**config.mk**
```make
export PLATFORM = sky130hd
export DESIGN_NAME = event_blinker
export DESIGN_NICKNAME = d
export VERILOG_FILES = /design/src/rtl/event_blinker.sv
export SDC_FILE = /design/constraint.sdc
export NUM_CORES = 1
export LEC_CHECK = 0
export BUFFER_PORTS_ARGS = -buffer_cell sky130_fd_sc_hd__buf_4
export CORE_UTILIZATION = 30
export DETAILED_ROUTE_END_ITERATION = 6
export PLACE_DENSITY = 0.52
export SETUP_SLACK_MARGIN = 0.4
export SLEW_MARGIN = 20
export SYNTH_ARGS = -nofsm -noshare
export SYNTH_HDL_FRONTEND = slang
export SYNTH_SLANG_ARGS = --single-unit
```
**constraint.sdc**
```tcl
create_clock -name clk -period 2.8 [get_ports clk]
set_input_delay 0.14 -clock clk [delete_from_list [all_inputs] [get_ports clk]]
set_output_delay 0.14 -clock clk [all_outputs]
set_load 0.05 [all_outputs]
```
**src/rtl/event_blinker.sv**
```systemverilog
// Turns single-cycle event strobes into fixed-length LED blinks with a guaranteed off-time.
// Strobes that arrive mid-blink are queued in a saturating counter and replayed back-to-back.
module event_blinker #(
    parameter int TICK_DIV  = 100000,
    parameter int ON_TICKS  = 250,
    parameter int OFF_TICKS = 250,
    parameter int PEND_W    = 4
) (
    input  logic              clk,
    input  logic              rst_n,
    input  logic              event_in,
    input  logic              clr_ovf,
    output logic              led,
    output logic              busy,
    output logic [PEND_W-1:0] pending,
    output logic              overflow
);

    localparam int PSC_W  = $clog2(TICK_DIV);
    localparam int T_MAX  = (ON_TICKS > OFF_TICKS) ? ON_TICKS : OFF_TICKS;
    localparam int TCNT_W = $clog2(T_MAX + 1);

    localparam logic [PSC_W-1:0]  PSC_LAST = PSC_W'(TICK_DIV - 1);
    localparam logic [TCNT_W-1:0] ON_LAST  = TCNT_W'(ON_TICKS - 1);
    localparam logic [TCNT_W-1:0] OFF_LAST = TCNT_W'(OFF_TICKS - 1);
    localparam logic [PEND_W-1:0] PEND_MAX = '1;

    typedef enum logic [1:0] {
        S_IDLE,
        S_ON,
        S_OFF
    } state_t;

    state_t              r_state;
    logic [PSC_W-1:0]    r_psc;
    logic [TCNT_W-1:0]   r_tcnt;
    logic [PEND_W-1:0]   r_pend;
    logic                r_led;
    logic                r_busy;
    logic                r_ovf;

    state_t              w_state_nxt;
    logic                w_tick;
    logic                w_avail;
    logic                w_accept;
    logic                w_drop;
    logic [PEND_W-1:0]   w_pend_nxt;

    assign w_tick  = (r_state != S_IDLE) && (r_psc == PSC_LAST);
    assign w_avail = event_in || (r_pend != '0);

    // w_accept marks the edges where a new blink may start: all of IDLE and the
    // terminal OFF tick, which lets queued blinks run with no idle gap.
    always_comb begin
        w_state_nxt = r_state;
        w_accept    = 1'b0;
        w_drop      = 1'b0;
        w_pend_nxt  = r_pend;
        case (r_state)
            S_IDLE:  w_accept = 1'b1;
            S_ON:    if (w_tick && (r_tcnt == ON_LAST)) w_state_nxt = S_OFF;
            S_OFF:   if (w_tick && (r_tcnt == OFF_LAST)) w_accept = 1'b1;
            default: w_state_nxt = S_IDLE;
        endcase
        if (w_accept) begin
            w_state_nxt = w_avail ? S_ON : S_IDLE;
            if ((r_pend != '0) && !event_in)
                w_pend_nxt = r_pend - PEND_W'(1);
        end else if (event_in) begin
            if (r_pend == PEND_MAX)
                w_drop = 1'b1;
            else
                w_pend_nxt = r_pend + PEND_W'(1);
        end
    end

    always_ff @(posedge clk or negedge rst_n) begin
        if (!rst_n) begin
            r_state <= S_IDLE;
            r_psc   <= '0;
            r_tcnt  <= '0;
            r_pend  <= '0;
            r_led   <= 1'b0;
            r_busy  <= 1'b0;
            r_ovf   <= 1'b0;
        end else begin
            r_state <= w_state_nxt;
            r_led   <= (w_state_nxt == S_ON);
            r_busy  <= (w_state_nxt != S_IDLE);
            r_pend  <= w_pend_nxt;

            if ((r_state == S_IDLE) || w_tick)
                r_psc <= '0;
            else
                r_psc <= r_psc + PSC_W'(1);

            if (w_state_nxt != r_state)
                r_tcnt <= '0;
            else if (w_tick)
                r_tcnt <= r_tcnt + TCNT_W'(1);

            if (w_drop)
                r_ovf <= 1'b1;
            else if (clr_ovf)
                r_ovf <= 1'b0;
        end
    end

    assign led      = r_led;
    assign busy     = r_busy;
    assign pending  = r_pend;
    assign overflow = r_ovf;

endmodule

```
==> parameters.txt <==
Parameter                              Value

Outcome
  Outcome    completed

Placed design
  Detailed placement HPWL    2.19 mm
  Cells after DPL    253
  Routability Congestion    0.769
  Number of I/O port buffers    10

Global route
  Global-route wire length before repair    5.73 mm
  Global-route usage over all layers    12.4%
  Aggregate global routing overflow    0
  Via count of the first global-routing pass    1247
  Largest net degree at the start of global routing    35
  Antenna violations before repair    0

Floorplan
  Core ar.    5510 um2
  Number of placement rows    27
  Effective utilization at floorplan    31.2%
  Die area    6030 um2
  Die outline height    77.7 um
  Die Wd    77.7 um
  IO Pins    11

Yosys
  Cell with the most instances after synthesis    sky130_fd_sc_hd__dfrtp_1
  Synthesized area per cell    9.87 um2
  Net count after synthesis    182
  Synthesized-area fraction occupied by adder cells    2.91%
  Commonest cells post-synth    sky130_fd_sc_hd__dfrtp_1, sky130_fd_sc_hd__nor2_1, sky130_fd_sc_hd__xnor2_1
  Synth Cell Area    1720 um2
  Post-Syn Instances    174
  Number of synthesized register bits    34
  Xor-xnor portion of the synthesized cell area    10.7%
  Yosys top cell area share    49.5%
  Main synth FF type    sky130_fd_sc_hd__dfrtp_1
  Number of library cell types mapped by synthesis    34
  Largest cells by area after synthesis    sky130_fd_sc_hd__dfrtp_1, sky130_fd_sc_hd__xnor2_1, sky130_fd_sc_hd__nor2_1, sky130_fd_sc_hd__xor2_1, sky130_fd_sc_hd__ha_1
  Synthesis warning total    0
  Synth Area in Simple Gates    24.7%
  Post-synthesis sequential area ratio    49.5%
  Multiplexer share of the synthesized area    2.55%
  Number of flops mapped to enable cells by yosys    0
  Async S/R FF share, synth    100%
  Main combinational cell family by area after synthesis    simple AND/OR/NAND/NOR gates
  Synthesized-area fraction occupied by ao, oa, aoi and oai cells    6.55%
  Cell type contributing the most total cell area after synthesis    sky130_fd_sc_hd__dfrtp_1

Power and ir drop
  Power per standard cell area    758 nW/um2
  Max rail drop VDD    0.000678 V
  Leak Pwr    0.879 nW

Timing
  Transition time of the tightest slew-check pin    688 ps
  Final critical-path required period    2340 ps
  Setup repair after global routing missed its margin    true
  Accumulated negative setup slack    0 ps
  Final Cycle Share    83.6%
  Final hold vios    0
  Max-slew violations    0
  Clock Skew    11.8 ps
  Tightest slew margin relative to the limit    53.5%
  Maximum clock frequency    0.427 GHz
  Setup-failing EPs final    0

Critical path
  Critical path origin    r_tcnt[1]$_DFFE_PN0P_
  Capture instance of the worst register-to-register path    pending[2]$_DFFE_PN0P_
  Reg2reg path depth    9
  Largest driver fanout on the critical path    2
  Req. time, crit path    3010 ps
  Arrival @ worst endpoint    2560 ps
  Launching element type of the critical path    flip-flop
  Register-to-register path setup slack    460 ps
  Critical setup path kind    flip-flop to flip-flop
  Critical Path End Type    flip-flop
  Startpoint of the most critical register-to-register path    r_tcnt[1]$_DFFE_PN0P_

Detailed routing
  Wire length per cell after detailed routing    12.5 um
  Routed via count divided by cell count    4.89
  Final ANT Viol Nets    0
  Iteration count of the initial detailed-routing pass    4
  Number of design-rule violations left by the first detailed-router iteration    43
  Residual DRC count    0
  Via Count    1335
  Total wire length    3.42 mm

Run
  Max_cap viols    0

Clock tree
  CTS Root Cell    sky130_fd_sc_hd__clkbuf_8
  Buffer levels on the longest clock path    2
  Number of clock sinks    34
  Clock buffers created by TritonCTS    5
  Clock latency on the worst-skew pair    290 ps
  Clock-pin transition on the worst setup and hold timing paths    70 ps
  Clock tree from TritonCTS    done
  Total number of H-tree levels    2

Finish
  Final layout net count    208
  Layout Cells excl Fill    273
  Ratio of cells with drive above 1 in the final layout    18.4%
  Ant diodes    0
  Area Overhead vs Synth    22.1%

Min path
  Worst min-delay path class    primary input to flip-flop
  Start point of the worst min-delay path    clr_ovf
  Depth of the worst hold-timing path    2
  Worst Hold Path EP    overflow$_DFFE_PN0P_
[registers in the layout, indices dropped and copies added (netlist names)]
register  flops
r_psc        17
r_tcnt        8
pending       4
r_state       2
busy          1
led           1
overflow      1
[final cells by class]
cell class / count / area (um2)
clock buffer: 7 / 76.3
sequential: 34 / 851
timing repair buffer: 23 / 175
tap: 72 / 90.1
clock inverter: 1 / 30.0
fill: 551 / 3410
multi-input combinational: 128 / 846
inverter: 8 / 30.0
[worst max-delay path, cell delays in order (launching register included)]
cell	delay [ps]
sky130_fd_sc_hd__dfrtp_1	380
sky130_fd_sc_hd__inv_1	60
sky130_fd_sc_hd__ha_1	120
sky130_fd_sc_hd__or4b_4	450
sky130_fd_sc_hd__o31a_1	300
sky130_fd_sc_hd__xnor2_2	160
sky130_fd_sc_hd__ha_2	180
sky130_fd_sc_hd__or3_1	300
sky130_fd_sc_hd__mux2i_1	160
sky130_fd_sc_hd__xor2_1	160
[cell families (layout without fill, tap and decap cells)]
family / after synthesis / after routing
compound gates: 19 / 19
xor+xnor: 21 / 21
fa+ha+maj: 4 / 4
buf+inv: 12 / 39
flops: 34 / 34
mux: 3 / 3
simple gates: 81 / 81
[worst max path at each step]
| stage | end |
|---|---|
| global placement | pending[2]$_DFFE_PN0P_ |
| finish | pending[2]$_DFFE_PN0P_ |
| detailed placement | pending[2]$_DFFE_PN0P_ |
| CTS | pending[2]$_DFFE_PN0P_ |
| global route | pending[2]$_DFFE_PN0P_ |
| floorplan | pending[2]$_DFFE_PN0P_ |
[where the power goes]
part / leakage (nW) / total [mW] / internal (mW) / switching, mW
clock network: 0.0524 / 0.440 / 0.266 / 0.173
logic: 0.400 / 0.445 / 0.193 / 0.252
registers: 0.427 / 0.706 / 0.585 / 0.121
[stage by stage]
step | setup WS, ps | cell area (um2) | power, mW | util [%] | hold WS (ps)
final | 458 | 2100 | 1.59 | 38.1 | 38.4
after global routing | 344 | 2100 | 1.68 | 38.1 | 29.6
after CTS | 410 | 2060 | 1.58 | 37.4 | 28.5
after detailed placement | 294 | 1880 | 1.12 | 34.2 | 123
after global placement | 337 | 1880 | 1.12 | 34.2 | 128
after floorplan | 422 | 1730 | 0.992 | - | -156
[repair_timing]
| item | 4_1_cts | 5_1_grt |
|---|---|---|
| cloned | 0 | 0 |
| hold buffers | 1 | 0 |
| setup endpoints to repair | 1 | 1 |
| buffers inserted | 8 | 3 |
| pin swaps | 1 | 2 |
| hold endpoints to repair | 34 | 0 |
| resized for setup | 0 | 2 |
[layer usage]
metal  vias to the layer above  global-route usage, %  wire, um
met4                         0                   5.09        61
met2                        17                   19.1      1570
met3                         8                   3.53        98
met1                       651                   16.2      1690
met5                         -                      0         0
li1                        659                      -         -
[layout by cell type (no fill, tap or decap), drive strengths merged, types with 2 or more instances in the layout]
cell	netlist	layout
clkbuf	3	7
ha	4	4
xnor2	14	14
nor2	27	27
nor2b	3	3
a21oi	6	6
and4	2	2
or4b	2	2
inv	8	8
and3	5	5
nor4bb	2	2
mux2i	2	2
o21ai	7	7
nand4	5	5
nand3	9	9
dfrtp	34	34
nor3	5	5
or3	7	7
buf	1	22
o22ai	2	2
xor2	7	7
nand2	10	10
Power figures use the tool's default switching activity.
